`config.mk`:
```
export PLATFORM = sky130hd
export DESIGN_NAME = vga_timing_engine
export DESIGN_NICKNAME = d
export VERILOG_FILES = /design/src/rtl/vga_timing_engine.sv
export SDC_FILE = /design/constraint.sdc
export NUM_CORES = 1
export LEC_CHECK = 0
export ABC_AREA = 1
export BUFFER_PORTS_ARGS = -buffer_cell sky130_fd_sc_hd__buf_4
export CAP_MARGIN = 15
export CORE_UTILIZATION = 50
export CTS_CLUSTER_SIZE = 40
export DETAILED_ROUTE_END_ITERATION = 10
export GPL_ROUTABILITY_DRIVEN = 0
export PLACE_DENSITY = 0.87
export SLEW_MARGIN = 20
export SYNTH_ARGS = -nofsm -noshare
export SYNTH_HDL_FRONTEND = slang
export SYNTH_SLANG_ARGS = --single-unit
```
`constraint.sdc`:
```
create_clock -name clk -period 2.7 [get_ports clk]
set_input_delay 0.27 -clock clk [delete_from_list [all_inputs] [get_ports clk]]
set_output_delay 0.27 -clock clk [all_outputs]
set_load 0.005 [all_outputs]
```
`src/rtl/vga_timing_engine.sv`:
```
`default_nettype none
// =============================================================================
// vga_timing_engine : parametrised VGA H/V timing with a one-stage pixel output
//                     pipeline; VGA_TEST_PATTERN_EN adds test_mode colour bars.
// Revision          : 1.0
// =============================================================================
module vga_timing_engine #(
  parameter int   H_ACTIVE  = 640,
  parameter int   H_FP      = 16,
  parameter int   H_SYNC    = 96,
  parameter int   H_BP      = 48,
  parameter int   V_ACTIVE  = 480,
  parameter int   V_FP      = 10,
  parameter int   V_SYNC    = 2,
  parameter int   V_BP      = 33,
  parameter int   COLOR_W   = 1,
  parameter logic HSYNC_POL = 1'b0,
  parameter logic VSYNC_POL = 1'b0,
  localparam int  H_TOTAL   = H_ACTIVE + H_FP + H_SYNC + H_BP,
  localparam int  V_TOTAL   = V_ACTIVE + V_FP + V_SYNC + V_BP,
  localparam int  CW        = $clog2(H_TOTAL),
  localparam int  RW        = $clog2(V_TOTAL)
) (
  input  logic               clk,
  input  logic               reset,
  input  logic               pix_en,
  output logic [CW-1:0]      col,
  output logic [RW-1:0]      row,
  output logic               req_active,
  input  logic [COLOR_W-1:0] r_in,
  input  logic [COLOR_W-1:0] g_in,
  input  logic [COLOR_W-1:0] b_in,
`ifdef VGA_TEST_PATTERN_EN
  input  logic               test_mode,
`endif
  output logic               hsync,
  output logic               vsync,
  output logic               de,
  output logic [COLOR_W-1:0] r_out,
  output logic [COLOR_W-1:0] g_out,
  output logic [COLOR_W-1:0] b_out,
  output logic               frame_start
);

  localparam logic [CW-1:0] H_LAST = CW'(H_TOTAL - 1);
  localparam logic [RW-1:0] V_LAST = RW'(V_TOTAL - 1);

  logic [CW-1:0]      col_q, col_d;
  logic [RW-1:0]      row_q, row_d;
  logic               hsync_q, hsync_d;
  logic               vsync_q, vsync_d;
  logic               de_q, de_d;
  logic [COLOR_W-1:0] r_q, r_d, g_q, g_d, b_q, b_d;
  logic               fs_q, fs_d;

  logic               h_win, v_win;
  logic [COLOR_W-1:0] pix_r, pix_g, pix_b;

  // Stage 0: free-running raster counters
  always_comb begin
    col_d = col_q;
    row_d = row_q;
    if (pix_en) begin
      if (col_q == H_LAST) begin
        col_d = '0;
        row_d = (row_q == V_LAST) ? '0 : row_q + RW'(1);
      end else begin
        col_d = col_q + CW'(1);
      end
    end
  end

  assign req_active = (int'(col_q) < H_ACTIVE) && (int'(row_q) < V_ACTIVE);
  assign h_win = (int'(col_q) >= H_ACTIVE + H_FP) && (int'(col_q) < H_ACTIVE + H_FP + H_SYNC);
  assign v_win = (int'(row_q) >= V_ACTIVE + V_FP) && (int'(row_q) < V_ACTIVE + V_FP + V_SYNC);

`ifdef VGA_TEST_PATTERN_EN
  logic [31:0] bar;
  assign bar = 32'(int'(col_q) / (H_ACTIVE / 8));
  assign pix_r = test_mode ? {COLOR_W{bar[2]}} : r_in;
  assign pix_g = test_mode ? {COLOR_W{bar[1]}} : g_in;
  assign pix_b = test_mode ? {COLOR_W{bar[0]}} : b_in;
`else
  assign pix_r = r_in;
  assign pix_g = g_in;
  assign pix_b = b_in;
`endif

  // Stage 1 samples the pre-increment counters so outputs trail them by one strobe
  always_comb begin
    hsync_d = hsync_q;
    vsync_d = vsync_q;
    de_d    = de_q;
    r_d     = r_q;
    g_d     = g_q;
    b_d     = b_q;
    fs_d    = 1'b0;
    if (pix_en) begin
      de_d    = req_active;
      hsync_d = h_win ? HSYNC_POL : ~HSYNC_POL;
      vsync_d = v_win ? VSYNC_POL : ~VSYNC_POL;
      r_d     = req_active ? pix_r : '0;
      g_d     = req_active ? pix_g : '0;
      b_d     = req_active ? pix_b : '0;
      fs_d    = (col_q == '0) && (row_q == '0);
    end
  end

  always_ff @(posedge clk) begin
    if (!reset) begin
      col_q   <= '0;
      row_q   <= '0;
      hsync_q <= ~HSYNC_POL;
      vsync_q <= ~VSYNC_POL;
      de_q    <= 1'b0;
      r_q     <= '0;
      g_q     <= '0;
      b_q     <= '0;
      fs_q    <= 1'b0;
    end else begin
      col_q   <= col_d;
      row_q   <= row_d;
      hsync_q <= hsync_d;
      vsync_q <= vsync_d;
      de_q    <= de_d;
      r_q     <= r_d;
      g_q     <= g_d;
      b_q     <= b_d;
      fs_q    <= fs_d;
    end
  end

  assign col         = col_q;
  assign row         = row_q;
  assign hsync       = hsync_q;
  assign vsync       = vsync_q;
  assign de          = de_q;
  assign r_out       = r_q;
  assign g_out       = g_q;
  assign b_out       = b_q;
  assign frame_start = fs_q;

endmodule
`default_nettype wire

```
After elaboration in Yosys (flattened, before gate mapping):

Index checks and enable logic that the tools add are counted.

* multiplexer cells: 7
* reduce and logical (&&, ||, !) cells: 8
* magnitude comparators: 6
* add/subtract/negate cells: 2
* eq/ne operators: 2

Operators by type and width (count)
* $add 10x1->10 const B: 2
* $eq 10x10->1 const B: 2
* $logic_not 10->1: 2
* $lt 10x10->1 const B: 2
* $lt 10x9->1 const B: 2
* $mux 10: 2
* $ge 10x10->1 const B: 1
* $ge 10x9->1 const B: 1
* $mux 1: 5
* $logic_and 1x1->1: 4
* $reduce_and 2->1: 2

* logic and storage cells: 34
* bits in registers: 27
* input bits: 6

Logic depth before layout (Yosys ltp):

Gate-level depths: netlist of the first run.

* depth in word-level cells: 3
* gate-level depth with buffers: 9
* mapped depth without buffers: 9

Least setup slack after synthesis of the first run:

No wires, ideal clock.

* path type: register to register
* start point: register col_q[0], in the netlist col[0]
* end point: register row_q[9], in the netlist row[9]
* required time: 2586 ps
* setup time: 114 ps
* cell stages (with the launch flop): 9
* setup slack: 1336 ps
* arrival time: 1250 ps
* cell sequence: dfxtp_1 ha_1 nand2_1 nor2_4 nand3_1 nand2_4 nand2_4 nand2_1 nor2_2

* longest elaborated chain between the ends: 2

RTL lines
* start: declaration: RTL line 48 `logic [CW-1:0] col_q, col_d;`
* start signal: assignment: RTL line 121 `col_q <= col_d;`
* $eq 10x10->1: RTL line 64 `if (col_q == H_LAST) begin`
* $reduce_and 2->1 (no line)
* end signal: assignment: RTL line 122 `row_q <= row_d;`
* end: declaration: RTL line 49 `logic [RW-1:0] row_q, row_d;`

Every way passes these cells.
A chain may end at the register's enable or synchronous reset.

Worst setup path after layout of the first run:

* start point: register col_q[8], in the netlist col[8]
* end point: output req_active

* longest elaborated chain between the ends: 2

RTL lines
* $lt 10x10->1: RTL line 73 `assign req_active = (int'(col_q) < H_ACTIVE) && (int'(row_q) < V_ACTIVE);`
* $logic_and 1x1->1: RTL line 73
* end: declaration: RTL line 29 `output logic req_active,`

Every way passes these cells.

==> impl_metrics.yaml, run 1 <==
synthesis:
  synth_top_area_share_pct: 36.49
  synth_area_mm2: 0.001481
  yosysTopAreaCell: "dfxtp_1"
  ys_ff_latch: 27
  synthCells: 220
  syn-num-nets: 230
  synth-main-ff-cell: "dfxtp_1"
  synth-edff-count: 0
  ys_warn_count: 0
  yosysSeqAreaShare_pct: 36.49
  synth_area_leaders: "dfxtp_1 (36%), nand2_1 (13%), inv_1 (8.6%)"
  ys_async_sr_fraction_pct: 0
  synth_cell_type_count: 27
  syn_avg_cell_area_um2: 6.734
cells_and_area:
  final-seq-area_um2: 540.5
  antenna_cells: 0
  nets: 264
  n_fill_cell: 267
  drive_gt1_share_pct: 20.95
  utilization_pct: 63.74
  final_cells: 284
  multi_input_comb_area_um2: 784.5
  area_growth_pct: 19.68
clock_tree:
  cts_buffer_depth: 2
  cts_setup_buffers: 0
  clk_latency_ns: 0.32
  cts_max_level: 1
  cts_resized: 0
  cts_tree: "yes"
  clk_pin_slew_ns: 0.14
  cts_buffers: 3
  cts_root_buf: "clkbuf_4"
  postCtsHoldBufs: 0
  cts.sinks: 27
floorplan:
  dieArea_mm2: 0.003184
  ios: 34
  die_x_um: 56.43
  die_h_um: 56.43
  num_rows: 19
  fp.coreArea_mm2: 0.002781
  initial_core_util_pct: 53.26
detailed_routing:
  wire_per_inst_um: 12.01
  drc: 0
  ant_nets: 0
  num_vias: 1486
  drt-total-wl_um: 3410
  first_pass_iters: 4
  routed_via_density: 5.232
  drt_iter0_drc: 74
timing:
  worst_pin_slew_ns: 0.3532
  rsz0062_at_grt: "false"
  hold_viol_final: 0
  slew_viol_final: 0
  finalCritPeriodShare_pct: 63.06
  slew_headroom_pct: 76.42
  setup_viol: 0
  fin_worst_skew_ns: 0.002997
  fmax_mhz: 587.3
  fin_setup_tns_ns: 0
  period_minus_slack_ns: 1.703
global_route:
  grt_pass1_wl_um: 5747
  grt_pass1_vias: 1312
  track_usage_pct: 22.25
  overflow: 0
  grt_max_degree: 15
  antenna_found_initial: 0
worst_setup_path:
  cp_data_arrival_time_ns: 1.43
  start_kind: "register"
  critPathMaxFanout: 6
  critPathRequiredTime_ns: 2.43
  end_kind: "output pin"
  ff2ff_path_depth: 8
  crit_type: "reg -> out"
placement:
  io_buffers: 33
  placed_cells: 280
  dp_hpwl_um: 2664
power_and_ir_drop:
  p_leak_nw: 0.8484
  vdd_drop_max_v: 0.0003102
  power_density_mw_per_mm2: 364.7
run_status:
  outcome: "finished clean"
run:
  maxCapViolations: 0
min_path:
  min_path_cells: 3
  hold_class: "in -> reg"
[placed cells by master, fill, tap and decap left out, types with 2 or more instances in the layout]
cell type and n:
a211oi_1 2, o21ai_0 4, xor2_1 3, dfxtp_1 27
nand3_1 13, nand2_2 7, nor2_2 4, buf_4 33
nand3b_1 3, nor4_1 2, nor2_1 33, nand2_4 2
nand2_1 51, a21oi_1 10, clkbuf_4 3, nor3_1 3
inv_1 34, ha_1 4, nor2_4 2, nand4_1 6
[routing by layer]
metal | share of wire [%] | track usage [%]
met5 | 0 | 0
met4 | 0.85 | 5.923
met3 | 6.9 | 2.535
met2 | 47 | 36.64
met1 | 45 | 30.79
[worst paths after layout]
path / from / to / slack, ns
worst max-delay path: col[8]$_SDFFE_PN0P_ / req_active / 1.0
worst max register to register: col[0]$_SDFFE_PN0P_ / row[6]$_SDFFE_PN0P_ / 1.12
worst min register to register: g_out$_SDFFE_PN0P_ / g_out$_SDFFE_PN0P_ / 0.48
worst min-delay path: g_in / g_out$_SDFFE_PN0P_ / 0.20
[sequential cells by signal, summed over array words and instances (netlist names)]
register,cells
g_out,1
row,10
b_out,1
r_out,1
col,10
frame_start,1
de,1
hsync,1
vsync,1
[synth_stat cells (all sizes together), types with 3 or more instances]
library cell   n
buf            3
ha             4
nand4          6
nand2         60
dfxtp         27
nor2          40
nand3         13
nor3           3
inv           35
o21ai          4
a21oi         10
nand3b         3
xor2           3
[cell type report]
class                   count  share of cell area (%)
well taps                  31                   2.188
repair buffers             33                   13.97
inverters                  36                   7.622
clock buffers               4                   1.482
flip-flops and latches     27                   30.49
multi-input cells         153                   44.25
[cell families after synthesis]
family                   share of synthesized area, %
AO/OA/AOI/OAI                                   6.588
AND/OR/NAND/NOR                                 40.62
flip-flops                                      36.49
adder cells (fa/ha/maj)                         3.379
XOR/XNOR                                        2.365
buffers and inverters                           10.56
[power breakdown]
| part | total [mW] | internal [mW] | switching (mW) |
|---|---|---|---|
| logic | 0.0576 | 0.0275 | 0.0301 |
| registers | 0.415 | 0.408 | 0.00788 |
| clock network | 0.174 | 0.0578 | 0.116 |
| total | 0.647 | 0.493 | 0.154 |
[worst max-delay path, stage by stage (launching register included)]
cell,delay [ns]
dfxtp_1,0.46
inv_1,0.11
nand3_1,0.12
nand3_1,0.10
nor2_2,0.18
buf_4,0.15
[stage by stage]
step	worst slack (ns)	hold slack [ns]	area, um2	power [mW]
2_1_floorplan	1.336	0.4302	1481	0.4564
3_3_place_gp	1.248	0.4538	1747	0.4805
3_5_place_dp	1.158	0.4613	1747	0.4817
4_1_cts	0.9758	0.2053	1773	0.6502
5_1_grt	0.8626	0.2138	1773	0.6773
6_report	0.9974	0.2033	1773	0.6467
Power figures use the tool's default switching activity.
==> run 2: changes to the inputs <==
--- a/config.mk
+++ b/config.mk
@@ -5,14 +5,14 @@
 export SDC_FILE = /design/constraint.sdc
 export NUM_CORES = 1
 export LEC_CHECK = 0
-export ABC_AREA = 1
+export ABC_AREA = 0
 export BUFFER_PORTS_ARGS = -buffer_cell sky130_fd_sc_hd__buf_4
 export CAP_MARGIN = 15
 export CORE_UTILIZATION = 50
 export CTS_CLUSTER_SIZE = 40
 export DETAILED_ROUTE_END_ITERATION = 10
 export GPL_ROUTABILITY_DRIVEN = 0
-export PLACE_DENSITY = 0.87
+export PLACE_DENSITY = 0.88
 export SLEW_MARGIN = 20
 export SYNTH_ARGS = -nofsm -noshare
 export SYNTH_HDL_FRONTEND = slang
==> constraint.sdc (replaced) <==
create_clock -name clk -period 1.6 [get_ports clk]
set_input_delay 0.16 -clock clk [delete_from_list [all_inputs] [get_ports clk]]
set_output_delay 0.16 -clock clk [all_outputs]
set_load 0.005 [all_outputs]
==> impl_metrics.yaml, run 2 <==
global_route:
  antenna_found_initial: 0
  grt_max_degree: 17
  track_usage_pct: 26.66
  grt_pass1_wl_um: 5457
  grt_pass1_vias: 1225
  overflow: 0
power_and_ir_drop:
  power_density_mw_per_mm2: 602.5
  switching_share_pct: 24.53
  p_int_uw: 840.3
  switchingPower_uw: 273.0
  total_power_mw: 1.113
  vdd_drop_max_v: 0.0004565
  clockPowerShare_pct: 27.3
  p_leak_nw: 0.7867
  pwr-share-seq_pct: 62.7
  p_comb_share_pct: 10.0
clock_tree:
  clk_pin_slew_ns: 0.16
  cts_buffers: 3
  cts_max_level: 1
  clk_latency_ns: 0.34
  cts_tree: "yes"
  postCtsHoldBufs: 0
  cts_root_buf: "clkbuf_4"
  cts_buffer_depth: 2
  cts.sinks: 27
synthesis:
  synth_area_mm2: 0.001302
  synth_top_area_share_pct: 41.50
  ys_ff_latch: 27
  synth_most_common_cell: "dfxtp_1"
  ys_warn_count: 0
  synth-edff-count: 0
  synthTopCellsByCount: "dfxtp_1 (27), nor2_1 (15), nand3_1 (13), xor2_1 (8)"
  ys_async_sr_fraction_pct: 0
  synth_cell_type_count: 35
  syn_avg_cell_area_um2: 8.921
  yosysTopAreaCell: "dfxtp_1"
  synth-main-ff-cell: "dfxtp_1"
  syn-num-nets: 156
  synth_area_leaders: "dfxtp_1 (41%), xor2_1 (5.4%), nand3_1 (5.0%)"
  synthCells: 146
  yosysSeqAreaShare_pct: 41.50
cells_and_area:
  nets: 215
  n_fill_cell: 178
  final_common_cell: "buf_4"
  area_growth_pct: 41.88
  final_cells: 234
  drive_gt1_share_pct: 38.73
  antenna_cells: 0
  final_cell_mix: "buf_4 (57), dfxtp_1 (21), nor2_1 (15), nand3_1 (12), xor2_1 (8)"
worst_setup_path:
  path_delay_family: "flip-flops"
  critPathMaxFanout: 5
  rr_endpoint: "row[9]$_SDFFE_PN0P_"
  crit_buf_inv: 2
  start_kind: "register"
  slowest_stage: "dfxtp_2"
  r2r_slack_ns: -0.04
  r2r_start: "col[1]$_SDFFE_PN0P_"
  end_kind: "output pin"
  cp_data_arrival_time_ns: 1.48
  ff2ff_path_depth: 5
  crit_type: "reg -> out"
  critPathMaxStageDelay_ns: 0.35
  crit_chain: "buf_6 -> o21a_1 -> nor3_4 -> buf_4"
  critPathRequiredTime_ns: 1.44
timing:
  fin_ws_ns: -0.03861
  setup_viol: 3
  holdWs_ns: 0.04211
  slew_headroom_pct: 75.27
  rsz0062_at_grt: "true"
  hold_viol_final: 0
  period_minus_slack_ns: 1.639
  fmax_mhz: 610.3
  slew_viol_final: 0
  finalCritPeriodShare_pct: 102.4
  worst_pin_slew_ns: 0.3662
  fin_worst_skew_ns: 0.01660
floorplan:
  initial_core_util_pct: 52.58
  die_h_um: 53.04
  dieArea_mm2: 0.002813
  num_rows: 18
  fp.coreArea_mm2: 0.002477
  die_x_um: 53.04
  ios: 34
detailed_routing:
  ant_nets: 0
  drc: 0
  drt_iter0_drc: 31
  num_vias: 1390
  drt-total-wl_um: 3799
  wire_per_inst_um: 16.24
  first_pass_iters: 4
  routed_via_density: 5.940
min_path:
  hold_class: "in -> reg"
  min_path_cells: 2
  min_from: "reset"
  min_to: "vsync$_SDFFE_PN1P_"
placement:
  dp_hpwl_um: 2624
  placed_cells: 224
  io_buffers: 33
run_status:
  outcome: "finished, violations left"
  violations: "negative setup slack"
run:
  maxCapViolations: 0
-- run 2: through the flow --
step                      utilization (%)  instance area [um2]  setup TNS (ns)  setup slack (ns)
final                               74.60                 1848        -0.08109          -0.03861
after global routing                74.60                 1848         -0.1950          -0.07568
after CTS                           71.57                 1773               0         0.0002149
after detailed placement            69.19                 1714         -0.1235          -0.05691
after global placement              69.19                 1714               0           0.04077
after floorplan                         -                 1305               0          0.008287
-- run 2: how the worst max path moves through the flow --
stage                             start  slack, ns                   to  depth (start not counted)
floorplan           col[0]$_SDFFE_PN0P_      0.008  row[9]$_SDFFE_PN0P_                          6
global placement    col[0]$_SDFFE_PN0P_       0.04  row[9]$_SDFFE_PN0P_                          5
detailed placement  col[0]$_SDFFE_PN0P_      -0.06  row[9]$_SDFFE_PN0P_                          5
CTS                 col[0]$_SDFFE_PN0P_     0.0002  row[9]$_SDFFE_PN0P_                          5
global route        col[8]$_SDFFE_PN0P_      -0.08           req_active                          4
finish              col[8]$_SDFFE_PN0P_      -0.04           req_active                          4
-- run 2: cell families after synthesis --
family / synth area share (%)
compound gates: 10.09
flops: 41.50
mux: 2.306
simple gates: 31.41
xor+xnor: 7.397
buf+inv: 3.458
fa+ha+maj: 3.843
-- run 2: layer usage --
| layer | part of all wire (%) | global-route usage [%] | up-vias | wire, um |
|---|---|---|---|---|
| li1 | - | - | 654 | - |
| met1 | 41 | 30.85 | 677 | 1563 |
| met2 | 53 | 48.95 | 48 | 2002 |
| met3 | 3.6 | 3.448 | 11 | 138 |
| met4 | 2.5 | 10.09 | 0 | 94 |
| met5 | 0 | 0 | - | 0 |
-- run 2: power groups by stage --
stage	registers [mW]	clock network, mW	logic, mW
after floorplan	0.714	0	0.0419
final	0.698	0.304	0.111
after detailed placement	0.710	0	0.103
after CTS	0.696	0.299	0.105
after global routing	0.700	0.340	0.121
after global placement	0.709	0	0.0974
-- run 2: layout make-up --
class	count	area [um2]	share of cell area, %
sequential	27	548.0	29.65
timing repair buffer	59	450.4	24.37
clock inverter	1	5.005	0.2708
multi-input combinational	109	765.7	41.44
tap	30	37.54	2.031
clock buffer	3	22.52	1.219
inverter	5	18.77	1.016
-- run 2: worst reg2reg max path, delay by kind of cell (launching register included) --
kind,cells,cell delay [ns]
adders and majority gates,1,0.14
AOI/OAI and AO/OA,1,0.12
DFF,1,0.39
and+or+nand+nor,3,0.94
-- run 2: what timing repair did --
action                                  in CTS  in global routing
pin swaps                                    1                  7
endpoints found under the setup margin       6                 14
cloned                                       0                  0
buffers inserted                             1                  5
resized for setup                            6                 11
